===== src/rtl/vr_conditioner.sv =====
// Crank/cam VR input conditioner: synchronizes and glitch-filters both sensor inputs,
// blanks noise edges on the crank channel and measures the crank tooth period.
module vr_conditioner #(
    parameter int FILT_W      = 4,
    parameter int PER_W       = 24,
    parameter int BLANK_SHIFT = 2
) (
    input  logic              clk,
    input  logic              rst,
    input  logic              vr_in,
    input  logic              cam_in,
    input  logic [FILT_W-1:0] filt_len,
    input  logic              blank_en,
    output logic              cap_out,
    output logic              cap_edge,
    output logic              cam_out,
    output logic [PER_W-1:0]  tooth_period,
    output logic              period_valid,
    output logic              ovf,
    output logic [7:0]        noise_cnt
);

    typedef enum logic [1:0] {ST_LOW, ST_HIGH, ST_REJECT} state_t;

    localparam logic [PER_W-1:0] PER_MAX    = '1;
    localparam logic [PER_W-1:0] PER_PRESAT = PER_MAX - PER_W'(1);

    logic              vr_s1, vr_s2, cam_s1, cam_s2;
    logic [FILT_W-1:0] crank_cnt, cam_cnt;
    logic              crank_lvl, cam_lvl;
    logic              crank_tog, cam_tog;
    logic              crank_rise, crank_fall;
    state_t            state_q, state_d;
    logic              accept, reject, in_blank, first_edge, have_prior;
    logic [PER_W-1:0]  period_cnt;

    always_ff @(posedge clk or negedge rst) begin
        if (!rst) begin
            vr_s1  <= 1'b0;
            vr_s2  <= 1'b0;
            cam_s1 <= 1'b0;
            cam_s2 <= 1'b0;
        end else begin
            vr_s1  <= vr_in;
            vr_s2  <= vr_s1;
            cam_s1 <= cam_in;
            cam_s2 <= cam_s1;
        end
    end

    // ">=" rather than "==" so a filt_len lowered below the running count toggles at the next compare
    assign crank_tog = (vr_s2 != crank_lvl) && (crank_cnt >= filt_len);
    assign cam_tog   = (cam_s2 != cam_lvl) && (cam_cnt >= filt_len);

    always_ff @(posedge clk or negedge rst) begin
        if (!rst) begin
            crank_cnt <= '0;
            crank_lvl <= 1'b0;
        end else if (vr_s2 == crank_lvl) begin
            crank_cnt <= '0;
        end else if (crank_tog) begin
            crank_lvl <= ~crank_lvl;
            crank_cnt <= '0;
        end else begin
            crank_cnt <= crank_cnt + FILT_W'(1);
        end
    end

    always_ff @(posedge clk or negedge rst) begin
        if (!rst) begin
            cam_cnt <= '0;
            cam_lvl <= 1'b0;
        end else if (cam_s2 == cam_lvl) begin
            cam_cnt <= '0;
        end else if (cam_tog) begin
            cam_lvl <= ~cam_lvl;
            cam_cnt <= '0;
        end else begin
            cam_cnt <= cam_cnt + FILT_W'(1);
        end
    end

    assign cam_out = cam_lvl;

    // Edge events are taken from the filter's toggle so cap_out moves in the same cycle as the filtered level
    assign crank_rise = crank_tog & ~crank_lvl;
    assign crank_fall = crank_tog & crank_lvl;
    assign in_blank   = blank_en && period_valid && (period_cnt < (tooth_period >> BLANK_SHIFT));

    always_ff @(posedge clk or negedge rst) begin
        if (!rst) begin
            state_q <= ST_LOW;
        end else begin
            state_q <= state_d;
        end
    end

    always_comb begin
        state_d = state_q;
        accept  = 1'b0;
        reject  = 1'b0;
        case (state_q)
            ST_LOW: begin
                if (crank_rise) begin
                    if (in_blank) begin
                        reject  = 1'b1;
                        state_d = ST_REJECT;
                    end else begin
                        accept  = 1'b1;
                        state_d = ST_HIGH;
                    end
                end
            end
            ST_HIGH, ST_REJECT: begin
                if (crank_fall) begin
                    state_d = ST_LOW;
                end
            end
            default: state_d = ST_LOW;
        endcase
    end

    assign cap_out = (state_q == ST_HIGH);

    always_ff @(posedge clk or negedge rst) begin
        if (!rst) begin
            cap_edge  <= 1'b0;
            noise_cnt <= '0;
        end else begin
            cap_edge <= accept;
            if (reject && (noise_cnt != 8'hFF)) begin
                noise_cnt <= noise_cnt + 8'd1;
            end
        end
    end

    // An edge landing on the saturation cycle counts as the first edge of a fresh measurement
    assign first_edge = !have_prior || ovf || (period_cnt == PER_PRESAT);

    always_ff @(posedge clk or negedge rst) begin
        if (!rst) begin
            period_cnt   <= '0;
            tooth_period <= '0;
            period_valid <= 1'b0;
            ovf          <= 1'b0;
            have_prior   <= 1'b0;
        end else if (accept) begin
            period_cnt <= PER_W'(1);
            ovf        <= 1'b0;
            have_prior <= 1'b1;
            if (first_edge) begin
                period_valid <= 1'b0;
            end else begin
                tooth_period <= period_cnt;
                period_valid <= 1'b1;
            end
        end else if (period_cnt != PER_MAX) begin
            period_cnt <= period_cnt + PER_W'(1);
            if (period_cnt == PER_PRESAT) begin
                ovf          <= 1'b1;
                period_valid <= 1'b0;
                have_prior   <= 1'b0;
            end
        end
    end

endmodule


===== config.mk =====
export PLATFORM = sky130hd
export DESIGN_NAME = vr_conditioner
export DESIGN_NICKNAME = d
export VERILOG_FILES = /design/src/rtl/vr_conditioner.sv
export SDC_FILE = /design/constraint.sdc
export NUM_CORES = 1
export LEC_CHECK = 0
export ABC_AREA = 1
export BUFFER_PORTS_ARGS = -buffer_cell sky130_fd_sc_hd__buf_2
export CORE_ASPECT_RATIO = 1.1
export CORE_MARGIN = 4
export CORE_UTILIZATION = 30
export CTS_CLUSTER_DIAMETER = 50
export DETAILED_ROUTE_END_ITERATION = 12
export GPL_ROUTABILITY_DRIVEN = 0
export GPL_TIMING_DRIVEN = 1
export SLEW_MARGIN = 10
export SYNTH_ARGS = -nofsm -noshare
export SYNTH_HDL_FRONTEND = slang
export SYNTH_SLANG_ARGS = --single-unit

===== constraint.sdc =====
create_clock -name clk -period 5.65 [get_ports clk]
set_clock_uncertainty 0.1 [all_clocks]
set_input_delay 1.13 -clock clk [delete_from_list [all_inputs] [get_ports clk]]
set_output_delay 1.13 -clock clk [all_outputs]
set_load 0.03 [all_outputs]

# --- Word level (Yosys, flattened, before mapping) ---
# Cells that the tools add are included.
totals:
  reg_bits: 76
  latchBits: 0
  ram_bits: 0
  rom_bits: 0
  out_inout_bits: 37
  wordCells: 82
  mem_count: 0
classes:
  n_addsub: 4
  multipliers: 0
  div_mod_pow: 0
  magnitude_cmp: 3
  eq_ne: 11
  shift: 0
  n_mux: 24
  bitwise: 7
  reduce_logical: 17
op_table:
  columns: ["operator", "n"]
  rows:
  - ["24-bit 2-to-1 mux", 2]
  - ["24-bit by 1-bit adder with 24-bit output (second input constant)", 1]
  - ["24-bit equality test (second input constant)", 1]
  - ["24-bit by 22-bit < comparator with 1-bit output", 1]
  - ["24-bit != test (second input constant)", 1]
  - ["4-bit 2-to-1 mux", 4]
  - ["1-bit 2-to-1 mux", 14]
  - ["2-bit AND reduction", 5]
  - ["4-bit by 1-bit adder with 4-bit output (second input constant)", 2]
  - ["8-bit by 1-bit adder with 8-bit output (second input constant)", 1]
  - ["4-bit greater-or-equal comparator", 2]
  - ["8-bit != test (second input constant)", 1]
  - ["2-bit 2-to-1 mux", 3]
  - ["1-bit logical AND", 5]
  - ["1-bit inverter", 5]
  - ["2-bit != test (second input constant)", 2]
  - ["2-bit one-hot mux with 2 select lines", 1]
  - ["2-bit nonzero test", 2]
  - ["1-bit AND", 2]
  - ["1-bit equality test", 2]
  - ["2-bit by 1-bit equality test with 1-bit output (second input constant)", 1]
  - ["2-bit equality test (second input constant)", 1]
  - ["2-bit zero test", 1]
  - ["1-bit logical OR", 2]
  - ["3 further kinds", 4]

# --- Logic depth before layout (Yosys ltp) ---
depth:
  word_depth: 7
  ltp_mapped: 15
  mapped_depth_nobuf: 14

# --- Least setup slack after synthesis ---
# Ideal clock, no wire load.
synth_path:
  path_type: "in2reg"
  start: "in filt_len[3]"
  end: "reg tooth_period[19]"
  setup_time_ns: 0.120
  arrival_time_ns: 2.546
  path_slack_ns: 2.884
  stages: 13
  path_buffers: 2
  cell_sequence: "inv_1 -> ha_1 -> nand2_1 -> inv_1 -> nand3_1 -> nand3_1 -> nand2_1 -> nor2_2 -> nand3b_4 -> buf_8 -> buf_12 -> nand2_2 -> o21ai_2"
synth_via:
  elab_chain_cells: 6
synth_lines:
  columns: ["item", "line_no", "text"]
  rows:
  - ["start, declared", "12", "input logic [FILT_W-1:0] filt_len,"]
  - ["4-bit greater-or-equal comparator", "52", "assign crank_tog = (vr_s2 != crank_lvl) && (crank_cnt >= filt_len);"]
  - ["1-bit logical AND", "52", null]
  - ["1-bit AND", "86", "assign crank_rise = crank_tog & ~crank_lvl;"]
  - ["1-bit 2-to-1 mux", "104", "if (crank_rise) begin"]
  - ["1-bit 2-to-1 mux", "102", "case (state_q)"]
  - ["2-bit AND reduction (no source line)", null, null]
  - ["end signal, assigned", "154", "tooth_period <= period_cnt;"]
  - ["end, declared", "17", "output logic [PER_W-1:0] tooth_period,"]
# No other way between the ends.
# A chain may end at the register's enable or synchronous reset.

# --- Final worst setup path ---
layout_path:
  start: "in filt_len[1]"
  end: "reg period_cnt[3]"
layout_via:
  elab_chain_cells: 6
  word_cells_on_any_way: 7
  cone_classes: "order compare (1); mux (3); bitwise (1); reduce/logical (2)"
layout_lines:
  columns: ["item", "line_no", "text"]
  rows:
  - ["4-bit greater-or-equal comparator (*)", "52", null]
  - ["1-bit logical AND (*)", "52", null]
  - ["1-bit AND (*)", "86", null]
  - ["1-bit 2-to-1 mux (*)", "104", null]
  - ["1-bit 2-to-1 mux (*)", "102", null]
  - ["24-bit 2-to-1 mux or 2-bit nonzero test (tied branches)", null, null]
  - ["end signal, assigned", "158", "period_cnt <= period_cnt + PER_W'(1);"]
  - ["end, declared", "35", "logic [PER_W-1:0] period_cnt;"]
# Mark *: on every way between the ends. The rest lies on a longest branch, timed or not.

==> results.json <==
{
  "wl_met3_um": 373,
  "firstDrtPassIters": 4,
  "dp_hpwl_mm": 7.43,
  "setup_viol": 0,
  "synth-xor-area-share_pct": 3.13,
  "start_util_pct": 30.8,
  "synth_nets": 597,
  "cts_tree": "yes",
  "post_cts_buffers": 0,
  "synthSimpleGateAreaFrac_pct": 26.8,
  "fin_crit_sh_pct": 53.8,
  "status": "completed",
  "layout_commonest_cell": "nand2_1",
  "dieHeight_um": 136,
  "synth-edff-count": 0,
  "timing.final.crit_period_ps": 3040,
  "numCtsBuffers": 9,
  "nets": 645,
  "grt_pass1_vias": 3486,
  "drt-met1-wl_mm": 4.77,
  "synthAdderAreaFrac_pct": 10.1,
  "min_path_type": "reg -> reg",
  "crit_path_end_kind": "register",
  "ir_worst_vdd_mv": 0.163,
  "gr-usage-all-layers_pct": 12.7,
  "dieWidth_um": 124,
  "muxShareOfSynthArea_pct": 0.252,
  "wl_per_cell_um": 12.6,
  "fill_cells": 1544,
  "path_clk_slew_ps": 60,
  "clockRootBuffer": "clkbuf_16",
  "synth_flop_cell": "dfrtp_1",
  "avgSynthCellArea_um2": 8.11,
  "crit_path_start_kind": "primary input",
  "power.density_nw_per_um2": 462,
  "via_per_inst": 4.46,
  "row_count": 46,
  "worst_pin_slew_ps": 1000,
  "ys_types": 37,
  "core_region_area_um2": 14500,
  "area_delta_synth_final_pct": 16.1,
  "fin_tns_setup_ps": 0,
  "hold_viol": 0,
  "arrival_ps": 3140,
  "required_ps": 5750,
  "drc_errors": 0,
  "ys_warn_count": 0,
  "async_flop_share_pct": 100,
  "grt-ovfl-total": 0,
  "cts.sinks": 76,
  "io_buffers": 45,
  "hold_ws_ps": 246,
  "synth-seq-cells": 76,
  "grt_start_max_net_pins": 77,
  "grt_pass1_wl_mm": 17.4,
  "rsz0062_at_grt": "false",
  "syn_area_um2": 4470,
  "synth_compound_area_share_pct": 7.44,
  "clock_path_buffers": 2,
  "slew_headroom_pct": 33.2,
  "path_class": "in -> reg",
  "max_freq_mhz": 329,
  "met2_wirelength_mm": 4.80,
  "routed.top_layer": "met4",
  "maxCapViolCount": 0,
  "hold_buffers": 0,
  "yosysSeqAreaShare_pct": 42.5,
  "clock_latency_ps": 350,
  "boundaryPins": 46,
  "cts_max_level": 3,
  "synth_top_family_by_area": "simple AND/OR/NAND/NOR gates",
  "antenna_found_initial": 0,
  "layout_common_cells": "122 x nand2_1, 97 x inv_1, 76 x dfrtp_1",
  "p_leak_nw": 2.72,
  "first_iter_violations": 216,
  "die-area_um2": 16900,
  "diodes": 0,
  "crit_path_max_fanout": 15,
  "syn_inst": 552,
  "maxSlewViolCount": 0,
  "finalWirelength_mm": 10.1,
  "drive_gt1_share_pct": 16.0,
  "cts-resized-gates": 0,
  "vias": 3551,
  "ant_nets": 0
}
worst paths after layout:
| check | from | to | slack [ps] | cells past startpoint |
|---|---|---|---|---|
| worst max-delay path | filt_len[1] | period_cnt[3] | 2610 | 12 |
| worst min-delay path | cam_s1 | cam_s2 | 250 | 0 |
| worst max register to register | period_cnt[20] | period_cnt[3] | 3000 | 12 |
| worst min register to register | cam_s1 | cam_s2 | 250 | 0 |
| max in group asynchronous | rst | crank_cnt[3] | 3950 | 1 |
| min in group asynchronous | rst | tooth_period[22] | 840 | 1 |
synthesized netlist by cell type, drive strengths merged, types with 2 or more instances:
| cell | instances | area (µm²) |
|---|---|---|
| nand3b | 2 | 27.5 |
| a21oi | 12 | 60.1 |
| nor4 | 2 | 12.5 |
| xnor2 | 5 | 43.8 |
| nor2 | 55 | 244 |
| nand4 | 18 | 128 |
| buf | 6 | 60.1 |
| xor2 | 11 | 96.3 |
| nor3 | 12 | 60.1 |
| o21ai | 41 | 243 |
| clkbuf | 2 | 8.75 |
| nand3 | 36 | 185 |
| nand2 | 133 | 532 |
| ha | 36 | 450 |
| inv | 98 | 368 |
| dfrtp | 76 | 1900 |
metal layers:
metal	GRT usage, %	vias up
met2	21.0	56
met3	2.95	12
li1	-	1853
met5	0	-
met4	4.93	0
met1	16.2	1630
cells by family (layout without fill, tap and decap cells):
logic type | count (synthesis) | in the layout
xor+xnor | 16 | 16
fa+ha+maj | 36 | 36
buf+inv | 106 | 159
mux | 1 | 1
compound gates | 57 | 57
flops | 76 | 76
simple gates | 260 | 260
per-stage QoR:
| step | total power [W] | worst slack, ps | instances | util, % | cell area [µm²] |
|---|---|---|---|---|---|
| finish | 0.00240 | 2610 | 797 | 35.8 | 5200 |
| global route | 0.00262 | 2290 | 797 | 35.8 | 5200 |
| CTS | 0.00244 | 2580 | 797 | 35.8 | 5200 |
| detailed placement | 0.00181 | 2220 | 781 | 33.6 | 4870 |
| global placement | 0.00179 | 2300 | 781 | 33.6 | 4870 |
| floorplan | 0.00155 | 2880 | 552 | - | 4470 |
critical path, cell delays in order:
cell and delay [ps]:
buf_2 70, inv_1 50, ha_1 290, inv_1 40
nor2_1 80, o21ai_1 80, nand3_1 120, nand2_1 140
nor2_2 240, nand2_2 250, inv_1 450, o21ai_0 180
power breakdown:
part | switching (W) | total, W | internal [W]
clock | 0.000228 | 0.000617 | 0.000389
combinational | 0.000594 | 0.000920 | 0.000326
sequential | 0.000168 | 0.000862 | 0.000694
state kept, by name, indices dropped and copies added (netlist names), 2 cells and up:
name and count:
period_cnt 24, noise_cnt 8, state_q 2, crank_cnt 4, tooth_period 24, cam_cnt 4
area by class of cell:
class	instances	area, µm²	share of cell area [%]
multi-input combinational	370	2140	41.1
clock inverter	3	42.5	0.819
sequential	76	1900	36.6
inverter	98	368	7.08
clock buffer	13	280	5.39
timing repair buffer	45	228	4.38
tap	192	240	4.62
Note: power is estimated with default switching activity, not from simulation.
